**config.mk**
```make
export PLATFORM = sky130hd
export DESIGN_NAME = tdm_demux4
export DESIGN_NICKNAME = d
export VERILOG_FILES = /design/src/rtl/tdm_pkg.sv /design/src/rtl/tdm_slot_ctr.sv /design/src/rtl/tdm_demux4.sv
export SDC_FILE = /design/constraint.sdc
export NUM_CORES = 1
export LEC_CHECK = 0
export ABC_AREA = 1
export CAP_MARGIN = 5
export CORE_AREA = 2 2 39 41
export DETAILED_ROUTE_END_ITERATION = 10
export DIE_AREA = 0 0 41 43
export PLACE_DENSITY = 0.73
export SYNTH_ARGS = -nofsm -noshare
export SYNTH_HDL_FRONTEND = slang
export SYNTH_SLANG_ARGS = --single-unit
```
**constraint.sdc**
```tcl
create_clock -name clk -period 2.45 [get_ports clk]
set_input_delay 0.6125 -clock clk [delete_from_list [all_inputs] [get_ports clk]]
set_output_delay 0.6125 -clock clk [all_outputs]
set_load 0.03 [all_outputs]
```
**src/rtl/tdm_pkg.sv**
```systemverilog
// Shared constants and types for the TDM mux/demux slice.
package tdm_pkg;

   localparam int unsigned NUM_CH = 4;
   localparam int unsigned SLOT_W = 2;

   typedef enum logic {
      HUNT   = 1'b0,
      LOCKED = 1'b1
   } state_t;

   localparam logic [SLOT_W-1:0] SLOT0 = SLOT_W'(0);
   localparam logic [SLOT_W-1:0] SLOT1 = SLOT_W'(1);
   localparam logic [SLOT_W-1:0] SLOT2 = SLOT_W'(2);
   localparam logic [SLOT_W-1:0] SLOT3 = SLOT_W'(3);

endpackage

```
**src/rtl/tdm_slot_ctr.sv**
```systemverilog
// Slot counter: sync clear, load-to-1 and enable, wrapping 3 -> 0.
module tdm_slot_ctr
   import tdm_pkg::*;
(
   input  logic              clk,
   input  logic              rst,
   input  logic              clr,
   input  logic              load1,
   input  logic              en,
   output logic [SLOT_W-1:0] cnt
);

   // Priority: clear, then load, then count.
   always_ff @(posedge clk) begin
      if (rst || clr) begin
         cnt <= SLOT0;
      end else if (load1) begin
         cnt <= SLOT1;
      end else if (en) begin
         cnt <= cnt + SLOT_W'(1);
      end
   end

endmodule

```
**src/rtl/tdm_demux4.sv**
```systemverilog
// 4-slot TDM demultiplexer with frame-sync lock tracking.
module tdm_demux4
   import tdm_pkg::*;
#(
   parameter int unsigned W = 1
) (
   input  logic         clk,
   input  logic         rst,
   input  logic [W-1:0] din,
   input  logic         din_valid,
   input  logic         frame_sync,
   output logic [W-1:0] o0,
   output logic [W-1:0] o1,
   output logic [W-1:0] o2,
   output logic [W-1:0] o3,
   output logic         frame_valid,
   output logic         locked,
   output logic         sync_err
);

   state_t              state;
   state_t              state_nxt;
   logic [SLOT_W-1:0]   cnt;
   logic                ctr_clr;
   logic                ctr_load1;
   logic                ctr_en;
   logic [NUM_CH-2:0]   sh_we;
   logic                publish;
   logic                err;
   logic [W-1:0]        sh [NUM_CH-1];

   tdm_slot_ctr u_ctr (
      .clk   (clk),
      .rst   (rst),
      .clr   (ctr_clr),
      .load1 (ctr_load1),
      .en    (ctr_en),
      .cnt   (cnt)
   );

   always_ff @(posedge clk) begin
      if (rst) begin
         state <= HUNT;
      end else begin
         state <= state_nxt;
      end
   end

   // Next state and per-beat controls; only valid beats act.
   always_comb begin
      state_nxt = state;
      ctr_clr   = 1'b0;
      ctr_load1 = 1'b0;
      ctr_en    = 1'b0;
      sh_we     = '0;
      publish   = 1'b0;
      err       = 1'b0;
      if (din_valid) begin
         if (state == HUNT) begin
            if (frame_sync) begin
               ctr_load1 = 1'b1;
               sh_we[0]  = 1'b1;
               state_nxt = LOCKED;
            end
         end else if (frame_sync) begin
            // Sync mid-frame resyncs in place rather than re-hunting.
            err       = (cnt != SLOT0);
            ctr_load1 = 1'b1;
            sh_we[0]  = 1'b1;
         end else if (cnt == SLOT0) begin
            err       = 1'b1;
            ctr_clr   = 1'b1;
            state_nxt = HUNT;
         end else begin
            ctr_en = 1'b1;
            case (cnt)
               SLOT1:   sh_we[1] = 1'b1;
               SLOT2:   sh_we[2] = 1'b1;
               default: publish  = 1'b1;
            endcase
         end
      end
   end

   // Shadow capture and whole-frame publish.
   always_ff @(posedge clk) begin
      if (rst) begin
         sh[0]       <= '0;
         sh[1]       <= '0;
         sh[2]       <= '0;
         o0          <= '0;
         o1          <= '0;
         o2          <= '0;
         o3          <= '0;
         frame_valid <= 1'b0;
         sync_err    <= 1'b0;
         locked      <= 1'b0;
      end else begin
         frame_valid <= publish;
         sync_err    <= err;
         locked      <= (state_nxt == LOCKED);
         if (sh_we[0]) sh[0] <= din;
         if (sh_we[1]) sh[1] <= din;
         if (sh_we[2]) sh[2] <= din;
         if (publish) begin
            o0 <= sh[0];
            o1 <= sh[1];
            o2 <= sh[2];
            o3 <= din;
         end
      end
   end

endmodule

```
## Yosys cells after proc, flatten, opt, wreduce, memory -nomap -nowiden

Memories as Yosys holds them, arrays and structs flattened. A register that Yosys moved wholly into a read port is not among the register bits.
Cells that the tools add are included.

- Register bits after elaboration: 6
- RAM bits: 3
- Input bits: 5
- Output and inout bits: 7
- Word-level logic and storage cells: 62
- Memories: 1

Memory list:

| memory | depth | bits a word | rd ports | clocked after Yosys merged registers in | write ports | line | RTL |
|---|---|---|---|---|---|---|---|
| sh | 3 | 1 | 3 | 3 | 3 | tdm_demux4.sv:30 | `logic [W-1:0] sh [NUM_CH-1];` |

- Add/subtract/negate cells: 1
- Equality and inequality tests: 2
- Mux-type cells: 40
- Bitwise operators: 5
- Reductions and logical operators: 7

Operator list:

| cell | count |
|---|---|
| 2-to-1 mux 1 bit | 36 |
| 2-to-1 mux 2 bit | 3 |
| nonzero test 2 bit | 2 |
| OR reduction 2 bit | 2 |
| 2-to-1 mux 3 bit | 1 |
| OR 1 bit | 3 |
| OR reduction 3 bit | 1 |
| adder 2 x 1 -> 2 bit (second input constant) | 1 |
| == test 2 x 1 -> 1 bit (second input constant) | 1 |
| == test 2 bit (second input constant) | 1 |
| logical NOT 2 bit | 1 |
| inverter 1 bit | 2 |
| logical OR 1 bit | 1 |

## Depth between registers and ports, before layout

- Depth in word-level cells: 10
- Gate-level depth with buffers: 8
- Depth with buffers taken out: 8

## Cells and area by module

From an unflattened synthesis, not the netlist that was laid out.

- Cells, all modules: 76
- Area, all modules: 559.3 sq um

Modules (own cells, without submodules):

| module | times used | cells each | area each (sq um) | seq. area each (sq um) |
|---|---|---|---|---|
| tdm_demux4 | 1 | 58 | 449.2 | 230.2 |
| tdm_slot_ctr | 1 | 18 | 110.1 | 40.0 |

## Worst setup path after synthesis

OpenSTA, ideal clock, no wires.

- Kind: input to register
- Start point: input frame_sync
- End point: register u_ctr.cnt[0]
- Library setup time: 0.122 ns
- Data arrival time: 1.335 ns
- Required time: 2.328 ns
- Slack: 0.993 ns
- Cell stages on the path: 6
- Buffers on the path: 1
- Cells stage by stage: buf_2 > inv_1 > ha_1 > nand3_1 > a21boi_0 > a21oi_1

- Word-level cells in the longest chain between the ends: 4
- Elaborated cells on any way between the ends: 11
- Classes of those cells: 9 x mux; 2 x reduce/logical

Ends and longest elaborated chain:

| element | line | RTL |
|---|---|---|
| from (decl) | tdm_demux4.sv:11 | `input logic frame_sync,` |
| 2-to-1 mux 1 bit | tdm_demux4.sv:65 | `end else if (frame_sync) begin` |
| 2-to-1 mux 1 bit | tdm_demux4.sv:59 | `if (state == HUNT) begin` |
| 2-to-1 mux 1 bit | tdm_demux4.sv:58 | `if (din_valid) begin` |
| nonzero test 2 bit (no line) / logical OR 1 bit (equally long branches) | n/a |  |
| to (signal assigned) | tdm_slot_ctr.sv:20 | `cnt <= cnt + SLOT_W'(1);` |
| to (decl) | tdm_slot_ctr.sv:10 | `output logic [SLOT_W-1:0] cnt` |

Parallel ways exist; a longest one is shown, timed or not.
A chain may end at the register's enable or synchronous reset.

## Worst setup path after layout

- Start point: register locked
- End point: output locked

RTL lines:

| element | line | RTL |
|---|---|---|
| from (decl) | tdm_demux4.sv:17 | `output logic locked,` |
| from (signal assigned) | tdm_demux4.sv:101 | `locked <= (state_nxt == LOCKED);` |

No word-level cell between the ends.

==> run summary <==
The clock-pin slew reported for the worst setup and hold paths after clock tree synthesis is 0.08 ns. The area growth from synthesis to layout is 25.5%. The number of antenna diodes in the final layout is 0. In this run the critical register-to-register path is captured at u_ctr.cnt[0]. The critical path data required time came out at 1.84 ns. Detailed routing inserted a total of 502 vias. After detailed placement, the total cell area comes to 733 µm². The DRC violation count after routing came out at 0. The net total in the final layout is 105. The die span in y came out at 43 µm.

On the final layout, the worst clock skew is 0.00560 ns. The number of instances in the synthesized netlist came out at 80. The area of the multi-input gates is 280 µm². The H-tree depth came out at 1. The starting density of the core came out at 0.443.

The storage element area is 270 µm². Traced cell by cell, the critical path runs through clkdlybuf4s50_1. Once routing completed, OpenROAD measured the worst setup slack at 0.490 ns. The final count of negative-setup-slack endpoints is 0.

Of the total power, registers draw 0.509. On the critical path the largest part of the delay comes from buffers and inverters. The synthesized area divided by synthesized cell count came out at 7.66 µm². The worst-case register-to-register setup slack came out at 1.06 ns. The tightest min-delay check is of the reg -> reg type. The internal power of the cells totals 316 µW. When the netlist entered floorplanning its net count stood at 91. The via count of the first global-routing pass is 463. The worst setup path is of the reg -> out kind. TritonCTS built the clock tree.

The startpoint identified for the worst register-to-register timing path is u_ctr.cnt[0]. For this design the total switching power over the nets is 99.5 µW. The count of fill cells added during filler insertion came out at 134.

The first-iteration detailed-routing DRC count came out at 5. The final standard cell area without fillers is 769 µm². The critical path's slowest cell is clkdlybuf4s50_1. Of the synthesized area, sequential elements account for 0.441. The maximum number of pins on one net before global-route repair came out at 13. The final core area utilization came out at 0.556. Counting I/O delays and the setup requirement, the final critical path takes 1.96 ns. The count of nets left with antenna violations after detail routing came out at 0.

The fraction of synthesized cell area taken by the top area cell type is 0.294. The share of total power dissipated in the clock network is 0.389. Gates resized during post-CTS repair numbered 0. The yosys synthesis warning count is 0.

The detailed-route vias per instance is 4.61. By area the synthesized netlist is led by dfxtp_1, edfxtp_1, ha_1. Of the total power, combinational logic draws 0.102. Input and output buffers added on the ports amount to 11.

The type of destination of the critical path is a primary output. The wire length of the first global-routing pass is 1790 µm. The max-cap check violation count came out at 0. The routed length on met1 came out at 455 µm. The slew at the pin with the worst max-slew slack came out at 0.353 ns. The count of clock tree sinks came out at 12. The largest total area in the synthesized netlist belongs to dfxtp_1. The mapped netlist covers 613 µm². The total track usage came out at 0.149.

The met2 wirelength from detailed routing came out at 522 µm. The setup TNS came out at 0 ns. The detailed route wirelength on metal3 came out at 33 µm. The run finished with clean final reports. The final weighted congestion in routability-driven placement came out at 0.786. Of the total power, the share spent switching nets is 0.240.

The number of antenna violations at the first check in global routing is 0. The sum of buffers and inverters on the critical path is 1. The final clock period utilization by the worst path came out at 0.800. The number of hold buffers added after cts came out at 0. After detailed routing, no signal wire sits above met4. The length of the first detailed-routing pass in iterations is 4. The synthesized netlist contains 14 unique library cells. The later-pin clock latency in the skew report came out at 0.28 ns.

The layout cell share with drive strength beyond 1 came out at 0.0645. The depth of the worst register-to-register path is 7. The largest vdd supply drop came out at 0.391 mV. In the layout the commonest cells are nand2_1, nor2_1, inv_1. The number of rows in the core area is 14. The half-perimeter wire length after detailed placement came out at 794 µm. The number of flip-flops and latches in the synthesized netlist is 12. The startpoint type of the worst setup path is a register.

The total area inside the core boundary comes to 0.00138 mm². Static timing analysis puts the maximum clock frequency at 0.510 GHz. The endpoint of the worst hold path is o2.

The highest cell delay on the worst timing path is 0.69 ns. The total setup buffers inserted after CTS is 0. The area of the die came out at 0.00176 mm².

In the final routed layout, each cell accounts on average for 9.45 µm. The power density over the cells is 540 mW/mm². The number of top-level design ports came out at 12. The clock passes through at most 2 buffers. The final hold violation count is 0.

The arrival time at the worst endpoint came out at 1.35 ns. Along the worst hold path, the cell count comes to 2. In this run the static leakage power is 0.000365 µW. The buffer type at the clock tree root is clkbuf_4. The total length of routed wires is 1030 µm. The launch point of the worst hold path is o2. The total global routing overflow came out at 0.

TritonCTS created 3 clock buffers. Setup repair after global routing left no endpoint under its margin. The max-slew violation total from the final report is 0. The relative slew slack came out at 0.764. The die boundary width came out at 41 µm. Leaving out fill and tap cells, the most frequent cell in the layout is nand2_1. The setup slack after placement is 0.442 ns.

The highest net fanout along the worst path came out at 4.
stage by stage:
step / std cells / hold WS, ns / power (µW)
6_report: 109 / 0.483 / 415
5_1_grt: 109 / 0.504 / 434
4_1_cts: 109 / 0.487 / 423
3_5_place_dp: 105 / 0.471 / 259
3_3_place_gp: 105 / 0.461 / 258
2_1_floorplan: 80 / 0.513 / 243
worst register-to-register path: stages (launching register included):
cell	delay, ns
dfxtp_1	0.38
inv_1	0.09
ha_1	0.22
inv_1	0.06
ha_1	0.16
nand3_1	0.12
a21boi_0	0.18
a21oi_1	0.08
cells in the mapped netlist, drive strengths merged:
library cell	count
a21boi	1
a21oi	2
buf	2
dfxtp	9
edfxtp	3
ha	6
inv	14
nand2	20
nand3	5
nand4	1
nor2	15
nor3	1
nor4	1
worst max-delay path by stage:
stage | to | cells past startpoint | start
after floorplan | u_ctr.cnt[0] | 6 | frame_sync
after global placement | u_ctr.cnt[1] | 7 | frame_sync
after detailed placement | u_ctr.cnt[1] | 7 | frame_sync
after CTS | locked | 1 | locked
after global routing | locked | 1 | locked
final | locked | 1 | locked
power groups by stage:
stage	registers (µW)	clock network, µW	logic, µW
finish	211	161	42.4
global route	212	175	47.5
CTS	212	168	42.7
detailed placement	216	0	42.5
global placement	216	0	41.6
floorplan	219	0	24.6
sequential cells by signal, summed over array words and instances, names as in the netlist:
signal and count:
sh 3, u_ctr.cnt 2, frame_valid 1, locked 1, o0 1, o1 1, o2 1, o3 1
sync_err 1
logic make-up after synthesis:
group	Yosys count	share of synthesized area
compound gates	3	0.0286
simple gates	43	0.306
flops	12	0.441
fa+ha+maj	6	0.122
buf+inv	16	0.102
layout make-up:
cell class,instances,area share
multi-input combinational,52,0.364
sequential,12,0.351
clock buffer,4,0.0472
inverter,14,0.0683
tap,16,0.0260
timing repair buffer,11,0.143
per-layer routing:
layer | vias to the layer above | track usage
li1 | 268 | -
met4 | 0 | 0.0800
met5 | - | 0
met3 | 4 | 0.0314
met1 | 218 | 0.166
met2 | 12 | 0.247
No activity file was read; power rests on OpenSTA's default activity.
